File: src/rtl/gemm_writer_pkg.sv
// Shared types for the GeMM result writer.
// Holds the writer FSM state enum, the default geometry of one C block and
// the packed entry that travels through the block FIFO.
package gemm_writer_pkg;

    localparam int unsigned WriterAddrWidth  = 16;
    localparam int unsigned WriterDataWidth  = 32;
    localparam int unsigned WriterMu         = 4;
    localparam int unsigned WriterNu         = 4;
    localparam int unsigned WriterRowWidth   = WriterNu * WriterDataWidth;
    localparam int unsigned WriterBlockWidth = WriterMu * WriterRowWidth;

    typedef enum logic [0:0] {
        WrIdle = 1'b0,
        WrRow  = 1'b1
    } writer_state_t;

    // One buffered C block together with the block indices it belongs to.
    typedef struct packed {
        logic [WriterAddrWidth-1:0]  m_idx;
        logic [WriterAddrWidth-1:0]  n_idx;
        logic [WriterBlockWidth-1:0] data;
    } writer_entry_t;

endpackage

File: src/rtl/gemm_result_writer_if.sv
// Output SRAM write port of the GeMM result writer.
//   sram_wr_en    : write request, held until accepted
//   sram_wr_addr  : word address
//   sram_wr_data  : one C block row
//   sram_wr_ready : SRAM accepts the request in this cycle
// master = writer side, slave = SRAM side.
interface gemm_result_writer_if
    import gemm_writer_pkg::*;
#(
    parameter int unsigned AddrWidth = WriterAddrWidth,
    parameter int unsigned WordWidth = WriterRowWidth
);

    logic                 sram_wr_en;
    logic [AddrWidth-1:0] sram_wr_addr;
    logic [WordWidth-1:0] sram_wr_data;
    logic                 sram_wr_ready;

    modport master (
        output sram_wr_en,
        output sram_wr_addr,
        output sram_wr_data,
        input  sram_wr_ready
    );

    modport slave (
        input  sram_wr_en,
        input  sram_wr_addr,
        input  sram_wr_data,
        output sram_wr_ready
    );

endinterface

File: src/rtl/result_block_fifo.sv
// Small FIFO of whole C blocks between the result interface and the writer.
//   clk_i, rst_i  : clock, asynchronous active-high reset
//   push_i        : store push_data_i (caller guarantees room or a same-cycle pop)
//   pop_i         : drop the head entry (caller guarantees non-empty)
//   head_o        : oldest stored entry
//   full_o/empty_o: occupancy flags
// A push and a pop in the same cycle on a full FIFO is legal: the head slot
// is released at the same edge the new entry is written to the free slot.
module result_block_fifo
    import gemm_writer_pkg::*;
#(
    parameter int unsigned Depth = 2
) (
    input  logic          clk_i,
    input  logic          rst_i,
    input  logic          push_i,
    input  writer_entry_t push_data_i,
    input  logic          pop_i,
    output writer_entry_t head_o,
    output logic          full_o,
    output logic          empty_o
);

    localparam int unsigned PtrW = (Depth > 1) ? $clog2(Depth) : 1;
    localparam int unsigned CntW = $clog2(Depth + 1);

    writer_entry_t   mem [Depth];
    logic [PtrW-1:0] wr_ptr;
    logic [PtrW-1:0] rd_ptr;
    logic [CntW-1:0] count;

    function automatic logic [PtrW-1:0] next_ptr(input logic [PtrW-1:0] p);
        return (p == PtrW'(Depth - 1)) ? '0 : p + PtrW'(1);
    endfunction

    // Block storage carries no reset; the occupancy count decides validity.
    always_ff @(posedge clk_i) begin
        if (push_i) begin
            mem[wr_ptr] <= push_data_i;
        end
    end

    // Pointers and occupancy; a simultaneous push and pop leaves count unchanged.
    always_ff @(posedge clk_i or posedge rst_i) begin
        if (rst_i) begin
            wr_ptr <= '0;
            rd_ptr <= '0;
            count  <= '0;
        end else begin
            if (push_i) begin
                wr_ptr <= next_ptr(wr_ptr);
            end
            if (pop_i) begin
                rd_ptr <= next_ptr(rd_ptr);
            end
            unique case ({push_i, pop_i})
                2'b10:   count <= count + CntW'(1);
                2'b01:   count <= count - CntW'(1);
                default: count <= count;
            endcase
        end
    end

    assign head_o  = mem[rd_ptr];
    assign full_o  = (count == CntW'(Depth));
    assign empty_o = (count == '0);

endmodule

File: src/rtl/gemm_result_writer.sv
// Consumer end of the GeMM controller's result interface.
// Captures each finished Mu x Nu C block on result_valid_i, buffers up to two
// blocks and writes them row by row to the output SRAM, one block row per word.
//   clk_i, rst_i        : clock, asynchronous active-high reset
//   start_i             : new job, clears counters when not busy
//   M_size_i, N_size_i  : job size in blocks
//   result_valid_i      : one-cycle block strobe with M/N indices and data
//   sram_if             : SRAM write port (master side)
//   busy_o              : blocks buffered or a write in flight
//   blocks_written_o    : blocks stored since the last start
//   all_written_o       : whole job stored
//   overflow_o          : sticky, a block arrived with no room and was dropped
module gemm_result_writer
    import gemm_writer_pkg::*;
#(
    parameter int unsigned AddrWidth = WriterAddrWidth,
    parameter int unsigned DataWidth = WriterDataWidth,
    parameter int unsigned Mu        = WriterMu,
    parameter int unsigned Nu        = WriterNu,
    parameter int unsigned FifoDepth = 2
) (
    input  logic                      clk_i,
    input  logic                      rst_i,
    input  logic                      start_i,
    input  logic [AddrWidth-1:0]      M_size_i,
    input  logic [AddrWidth-1:0]      N_size_i,
    input  logic                      result_valid_i,
    input  logic [AddrWidth-1:0]      M_count_write_i,
    input  logic [AddrWidth-1:0]      N_count_write_i,
    input  logic [Mu*Nu*DataWidth-1:0] result_data_i,
    gemm_result_writer_if.master      sram_if,
    output logic                      busy_o,
    output logic [AddrWidth-1:0]      blocks_written_o,
    output logic                      all_written_o,
    output logic                      overflow_o
);

    localparam int unsigned RowWidth = Nu * DataWidth;
    localparam int unsigned RowIdxW  = (Mu > 1) ? $clog2(Mu) : 1;

    writer_state_t        state;
    logic [RowIdxW-1:0]   row;
    writer_entry_t        push_entry;
    writer_entry_t        head;
    logic                 fifo_full;
    logic                 fifo_empty;
    logic                 row_accept;
    logic                 last_row;
    logic                 block_done;
    logic                 push_ok;
    logic                 start_ok;
    logic                 wr_active;
    logic [AddrWidth-1:0] row_base;
    logic [AddrWidth-1:0] job_blocks;

    assign push_entry = '{m_idx: M_count_write_i, n_idx: N_count_write_i, data: result_data_i};

    assign wr_active  = (state == WrRow);
    assign row_accept = wr_active && sram_if.sram_wr_ready;
    assign last_row   = (row == RowIdxW'(Mu - 1));
    assign block_done = row_accept && last_row;
    // A full FIFO still takes a block when its head leaves at the same edge.
    assign push_ok    = result_valid_i && (!fifo_full || block_done);
    assign busy_o     = !fifo_empty || wr_active;
    assign start_ok   = start_i && !busy_o;

    result_block_fifo #(
        .Depth (FifoDepth)
    ) u_fifo (
        .clk_i       (clk_i),
        .rst_i       (rst_i),
        .push_i      (push_ok),
        .push_data_i (push_entry),
        .pop_i       (block_done),
        .head_o      (head),
        .full_o      (fifo_full),
        .empty_o     (fifo_empty)
    );

    // Writer FSM. An arriving block into an empty FIFO starts writing right
    // at the capture edge, so row 0 appears the cycle after the strobe. After
    // the last row it continues straight into the next queued block.
    always_ff @(posedge clk_i or posedge rst_i) begin
        if (rst_i) begin
            state <= WrIdle;
            row   <= '0;
        end else begin
            unique case (state)
                WrIdle: begin
                    if (!fifo_empty || push_ok) begin
                        state <= WrRow;
                        row   <= '0;
                    end
                end
                WrRow: begin
                    if (row_accept) begin
                        if (!last_row) begin
                            row <= row + RowIdxW'(1);
                        end else begin
                            row <= '0;
                            if (!(fifo_full || push_ok)) begin
                                state <= WrIdle;
                            end
                        end
                    end
                end
                default: begin
                    state <= WrIdle;
                    row   <= '0;
                end
            endcase
        end
    end

    // Job bookkeeping. A start is only taken while idle, so it never races a
    // completing block or a dropped one.
    always_ff @(posedge clk_i or posedge rst_i) begin
        if (rst_i) begin
            blocks_written_o <= '0;
            overflow_o       <= 1'b0;
        end else if (start_ok) begin
            blocks_written_o <= '0;
            overflow_o       <= 1'b0;
        end else begin
            if (block_done) begin
                blocks_written_o <= blocks_written_o + AddrWidth'(1);
            end
            if (result_valid_i && !push_ok) begin
                overflow_o <= 1'b1;
            end
        end
    end

    // The low AddrWidth bits of a sum of products depend only on the low
    // AddrWidth bits of the operands, so working at AddrWidth gives the same
    // result as the full-width product truncated afterwards.
    assign row_base   = head.m_idx * AddrWidth'(Mu) + AddrWidth'(row);
    assign job_blocks = M_size_i * N_size_i;

    assign sram_if.sram_wr_en   = wr_active;
    assign sram_if.sram_wr_addr = wr_active ? (row_base * N_size_i + head.n_idx) : '0;
    assign sram_if.sram_wr_data = wr_active ? head.data[row*RowWidth +: RowWidth] : '0;

    assign all_written_o = (blocks_written_o == job_blocks) && fifo_empty && !wr_active
                           && (M_size_i != '0);

endmodule
File: src/flat_wrapper.sv
// flat-port wrapper written by rule: the top's interface ports become plain ports
module gemm_result_writer_flat import gemm_writer_pkg::*;
#(
    parameter int unsigned AddrWidth = WriterAddrWidth,
    parameter int unsigned DataWidth = WriterDataWidth,
    parameter int unsigned Mu        = WriterMu,
    parameter int unsigned Nu        = WriterNu,
    parameter int unsigned FifoDepth = 2
)
  (clk_i, rst_i, start_i, M_size_i, N_size_i, result_valid_i, M_count_write_i, N_count_write_i, result_data_i, busy_o, blocks_written_o, all_written_o, overflow_o, sram_if_sram_wr_en, sram_if_sram_wr_addr, sram_if_sram_wr_data, sram_if_sram_wr_ready);
  gemm_result_writer_if #(.AddrWidth(AddrWidth)) sram_if_i ();
  input  logic clk_i;
  input  logic rst_i;
  input  logic start_i;
  input  logic [AddrWidth-1:0] M_size_i;
  input  logic [AddrWidth-1:0] N_size_i;
  input  logic result_valid_i;
  input  logic [AddrWidth-1:0] M_count_write_i;
  input  logic [AddrWidth-1:0] N_count_write_i;
  input  logic [Mu*Nu*DataWidth-1:0] result_data_i;
  output logic busy_o;
  output logic [AddrWidth-1:0] blocks_written_o;
  output logic all_written_o;
  output logic overflow_o;
  output wire logic [$bits(sram_if_i.sram_wr_en)-1:0] sram_if_sram_wr_en;
  output wire logic [$bits(sram_if_i.sram_wr_addr)-1:0] sram_if_sram_wr_addr;
  output wire logic [$bits(sram_if_i.sram_wr_data)-1:0] sram_if_sram_wr_data;
  input wire logic [$bits(sram_if_i.sram_wr_ready)-1:0] sram_if_sram_wr_ready;
  assign sram_if_sram_wr_en = sram_if_i.sram_wr_en;
  assign sram_if_sram_wr_addr = sram_if_i.sram_wr_addr;
  assign sram_if_sram_wr_data = sram_if_i.sram_wr_data;
  assign sram_if_i.sram_wr_ready = sram_if_sram_wr_ready;
  gemm_result_writer #(.AddrWidth(AddrWidth), .DataWidth(DataWidth), .Mu(Mu), .Nu(Nu), .FifoDepth(FifoDepth)) u_core (.clk_i(clk_i), .rst_i(rst_i), .start_i(start_i), .M_size_i(M_size_i), .N_size_i(N_size_i), .result_valid_i(result_valid_i), .M_count_write_i(M_count_write_i), .N_count_write_i(N_count_write_i), .result_data_i(result_data_i), .sram_if(sram_if_i), .busy_o(busy_o), .blocks_written_o(blocks_written_o), .all_written_o(all_written_o), .overflow_o(overflow_o));
endmodule
File: config.mk
export PLATFORM = sky130hd
export DESIGN_NAME = gemm_result_writer_flat
export DESIGN_NICKNAME = d
export VERILOG_FILES = /design/src/rtl/gemm_writer_pkg.sv /design/src/rtl/gemm_result_writer_if.sv /design/src/rtl/result_block_fifo.sv /design/src/rtl/gemm_result_writer.sv /design/src/flat_wrapper.sv
export SDC_FILE = /design/constraint.sdc
export NUM_CORES = 2
export LEC_CHECK = 0
export BUFFER_PORTS_ARGS = -buffer_cell sky130_fd_sc_hd__buf_2
export CAP_MARGIN = 20
export CELL_PAD_IN_SITES_DETAIL_PLACEMENT = 1
export CELL_PAD_IN_SITES_GLOBAL_PLACEMENT = 1
export CORE_ASPECT_RATIO = 0.8
export CORE_UTILIZATION = 35
export CTS_BUF_LIST = sky130_fd_sc_hd__clkbuf_16
export DETAILED_ROUTE_END_ITERATION = 12
export PLACE_DENSITY_LB_ADDON = 0.1
export SLEW_MARGIN = 30
export SYNTH_ARGS = -nofsm -noshare
export SYNTH_HDL_FRONTEND = slang
export SYNTH_HIERARCHICAL = 1
export SYNTH_SLANG_ARGS = --single-unit
File: constraint.sdc
create_clock -name clk_i -period 33.6 [get_ports clk_i]
set_clock_uncertainty 0.1 [all_clocks]
set_input_delay 1.68 -clock clk_i [delete_from_list [all_inputs] [get_ports clk_i]]
set_output_delay 1.68 -clock clk_i [all_outputs]
set_load 0.005 [all_outputs]
### Word level (Yosys, flattened, before mapping)

Memory sizes are Yosys's and may differ from the RTL's.
Cells that the tools add are included.

* output and inout bits: 164
* word-level logic and storage cells: 70
* memories kept: 1
* register bits after elaboration: 24
* memory bits (writable): 1088

* equality and inequality tests: 7
* reduce and logical (&&, ||, !) cells: 23
* bitwise gates (word level): 1
* mux-type cells: 20
* multipliers: 2
* add/sub/neg operators: 8
* shift operators: 1

Memory list
* u_core.u_fifo.mem: depth 2, width 544, read ports 1, clocked after Yosys merged registers in 0, write ports 1, RTL line result_block_fifo.sv:27 `writer_entry_t mem [Depth];`

Operators by type and width (count)
* variable part select 512 x 10 -> 128 bit: 1
* 2-to-1 mux 128 bit: 1
* 2-to-1 mux 16 bit: 3
* multiplier 16 x 16 -> 16 bit: 2
* adder 16 x 1 -> 16 bit (second input constant): 1
* adder 16 bit: 1
* adder 16 x 2 -> 16 bit: 1
* equality test 16 bit: 1
* nonzero test 16 bit: 1
* 2-to-1 mux 1 bit: 10
* logical AND 1 bit: 8
* case mux 2 bit (2 select lines): 2
* equality test 2 bit (second input constant): 3
* 2-to-1 mux 2 bit: 3
* nonzero test 2 bit: 3
* logical NOT 1 bit: 5
* adder 2 x 1 -> 2 bit (second input constant): 2
* logical OR 1 bit: 4
* adder 1 bit (second input constant): 2
* equality test 2 x 1 -> 1 bit (second input constant): 1
* logical NOT 2 bit: 1
* != test 2 x 1 -> 1 bit (second input constant): 1
* != test 2 bit (second input constant): 1
* case mux 1 bit (2 select lines): 1
* other kinds (3): 3

### Logic depth before layout (Yosys ltp)

* word-level depth: 9
* gate-level depth with buffers: 24
* gate-level depth less buffers: 21

### Cells and area by module

Netlist, hierarchy kept.

By module, submodules not included
* result_block_fifo: cells an instance 1710, instances 1, area each 39621.8 um2
* gemm_result_writer: cells an instance 1418, instances 1, area each 13295.3 um2

### Worst setup path after synthesis

No wires, ideal clock.

* kind: in2reg
* start: input sram_if_sram_wr_ready
* end: memory u_core/u_fifo/mem[0][0] (netlist name), enable pin
* data required time: 32.035 ns
* data arrival time: 24.771 ns
* library setup time: 1.465 ns
* stages: 4
* setup slack: 7.264 ns
* path through: nand3_1 a21boi_0 inv_1 nor2_1

* longest elaborated chain between the ends: 6

RTL lines
* from (decl): RTL line flat_wrapper.sv:28 `input wire logic [$bits(sram_if_i.sram_wr_ready)-1:0] sram_if_sram_wr_ready;`
* logical AND 1 bit: RTL line gemm_result_writer.sv:59 `assign row_accept = wr_active && sram_if.sram_wr_ready;`
* logical AND 1 bit: RTL line gemm_result_writer.sv:61 `assign block_done = row_accept && last_row;`
* logical OR 1 bit: RTL line gemm_result_writer.sv:63 `assign push_ok = result_valid_i && (!fifo_full || block_done);`
* logical AND 1 bit: RTL line gemm_result_writer.sv:63
* net u_core.push_ok: RTL line gemm_result_writer.sv:50 `logic push_ok;`
* 2-to-1 mux 1 bit: RTL line result_block_fifo.sv:38 `if (push_i) begin`
* 2-to-1 mux 1 bit (implied by the code): RTL line result_block_fifo.sv:39 `mem[wr_ptr] <= push_data_i;`
* to (decl): RTL line result_block_fifo.sv:27

The timed path passes the listed nets, and every way through them passes these cells.

==> qor.yml <==
sta:
  rsz0062_at_grt: "false"
  slew_violations: 0
  worst_hold_slack_ps: 390
  hold_viol: 0
  fin_crit_ps: 9600
  setup_ws_ps: 24000
  setup_viol: 0
  worstMarginPinSlew_ps: 1160
  finalSetupTns_ps: 0
  slew_headroom_pct: 22.5
  min_period_over_period_pct: 28.6
  clock.fmax_mhz: 104
placed_design:
  dp_hpwl_um: 94800
  io_buffer_count: 742
  place_congestion: 0.760
  place_ws_ps: 24430
routing:
  postRouteAntennaNets: 0
  drc: 0
  vias: 28700
  drt_iter0_markers: 1293
  wl_per_cell_um: 23.4
  firstDrtPassIters: 7
  wirelength_um: 140000
  vias_per_cell: 4.78
critical_path:
  cp-end-kind: "output pin"
  crit_type: "register to output pin"
  cp.arrival_ps: 7820
  critPathMaxFanout: 46
  critPathLaunchType: "register"
  crit_required_ps: 31820
status:
  status: "complete, no violations"
clocking:
  cts_resized: 0
  insertion_delay_ps: 710
  postCtsHoldBufs: 0
  htree_levels: 3
  cts_inserted_buffers: 116
  cts_sinks: 1108
  clkTransAtPathRegs_ps: 60
  ctsLongestPathBuffers: 3
  cts_tree: "yes"
  cts-root-buf: "clkbuf_16"
  post_cts_buffers: 0
floorplan:
  die_w_um: 436
  die_area_mm2: 0.152
  die_h_um: 349
  initial_core_util_pct: 35.3
  rows: 127
  ios: 745
  core-area_mm2: 0.150
cells_and_area:
  num-fill-cells: 15200
  layout_commonest_cell: "edfxtp_1"
  drive_above_1_share_pct: 40.7
  final_nets: 4725
  final_cell_mix: "1084 x edfxtp_1, 742 x buf_2, 492 x mux2_2"
  area_growth_pct: 17.9
global_route:
  grt_pass1_vias: 30900
  grt_pass1_wl_um: 206000
  antenna_found_initial: 130
  grt-ovfl-total: 0
  grt_use_total_pct: 18.3
  grt_max_degree: 161
hold_path:
  hp-class: "register to register"
pwr:
  leakagePower_nw: 23.3
  power_density_mw_per_mm2: 122
  peakVddDrop_uv: 972
synthesis:
  syn-num-nets: 3981
  avgSynthCellArea_um2: 16.9
  syn_inst: 3122
  netlist_area_mm2: 0.0528
  ys_warn_count: 6
flow_run:
  cap_violations: 0
==> worst max-delay path, stage by stage (launching register included) <==
cell and delay (ps):
dfrtp_4 870, buf_4 700, mux2_2 540, and2_1 220, fa_1 530, inv_1 50, fa_1 490, inv_1 50
fa_1 510, fa_1 490, inv_1 50, fa_1 480, fa_1 430, xor2_1 170, xnor2_1 210, xnor2_1 160
xnor2_1 140, xnor3_1 500, xnor2_1 160, nor2_1 110, buf_2 130
==> cell type report <==
class                   instances  area [um2]  area share (%)
clock buffers                 117        2930            4.70
flip-flops and latches       1108       33200            53.3
inverters                     244         916            1.47
diodes                         41         103           0.165
clock inverters                94         616           0.989
well taps                    1999        2500            4.02
repair buffers                775        4100            6.59
multi-input cells            1621       17900            28.8
==> power breakdown <==
part	leakage (nW)	internal, mW	total (mW)	switching [mW]
Clock	1.87	0.667	1.21	0.539
Sequential	10.4	1.89	1.98	0.0900
Combinational	11.1	2.08	4.42	2.34
Total	23.3	4.63	7.61	2.97
==> path summary, 6_finish.rpt <==
path | from | endpoint | slack (ps) | cells past startpoint
min | u_core/u_fifo/count[1] | u_core/u_fifo/count[1] | 390 | 1
min reg2reg | u_core/u_fifo/count[1] | u_core/u_fifo/count[1] | 390 | 1
max reg2reg | u_core/row[1] | u_core/u_fifo/mem[0][135] | 27410 | 9
max in group asynchronous | rst_i | u_core/row[0] | 32020 | 2
min in group asynchronous | rst_i | u_core/u_fifo/rd_ptr | 760 | 2
max | u_core/u_fifo/rd_ptr | sram_if_sram_wr_addr[15] | 24000 | 20
==> metrics by stage <==
stage | instances | utilization [%] | area (um2) | power [mW]
finish | 5999 | 41.6 | 62200 | 7.61
global route | 5985 | 41.6 | 62200 | 8.26
CTS | 5955 | 41.5 | 62000 | 7.80
detailed placement | 5744 | 39.1 | 58500 | 6.55
global placement | 5744 | 39.1 | 58500 | 6.52
floorplan | 3122 | - | 52800 | 5.26
==> sequential cells by signal (all words and copies together), names as in the netlist <==
register and flops:
u_core/u_fifo/mem 1084, u_core/overflow_o 1, u_core/sram_if.sram_wr_en 1, u_core/u_fifo/rd_ptr 1
u_core/u_fifo/wr_ptr 1, u_core/blocks_written_o 16, u_core/u_fifo/count 2, u_core/row 2
==> metal layers <==
metal / vias up / track usage, % / wire (um)
li1: 13000 / - / -
met2: 635 / 31.0 / 69800
met4: 78 / 7.39 / 5380
met5: - / 0 / 505
met1: 14600 / 21.9 / 56500
met3: 350 / 5.19 / 8050
No activity file was read; power rests on OpenSTA's default activity.
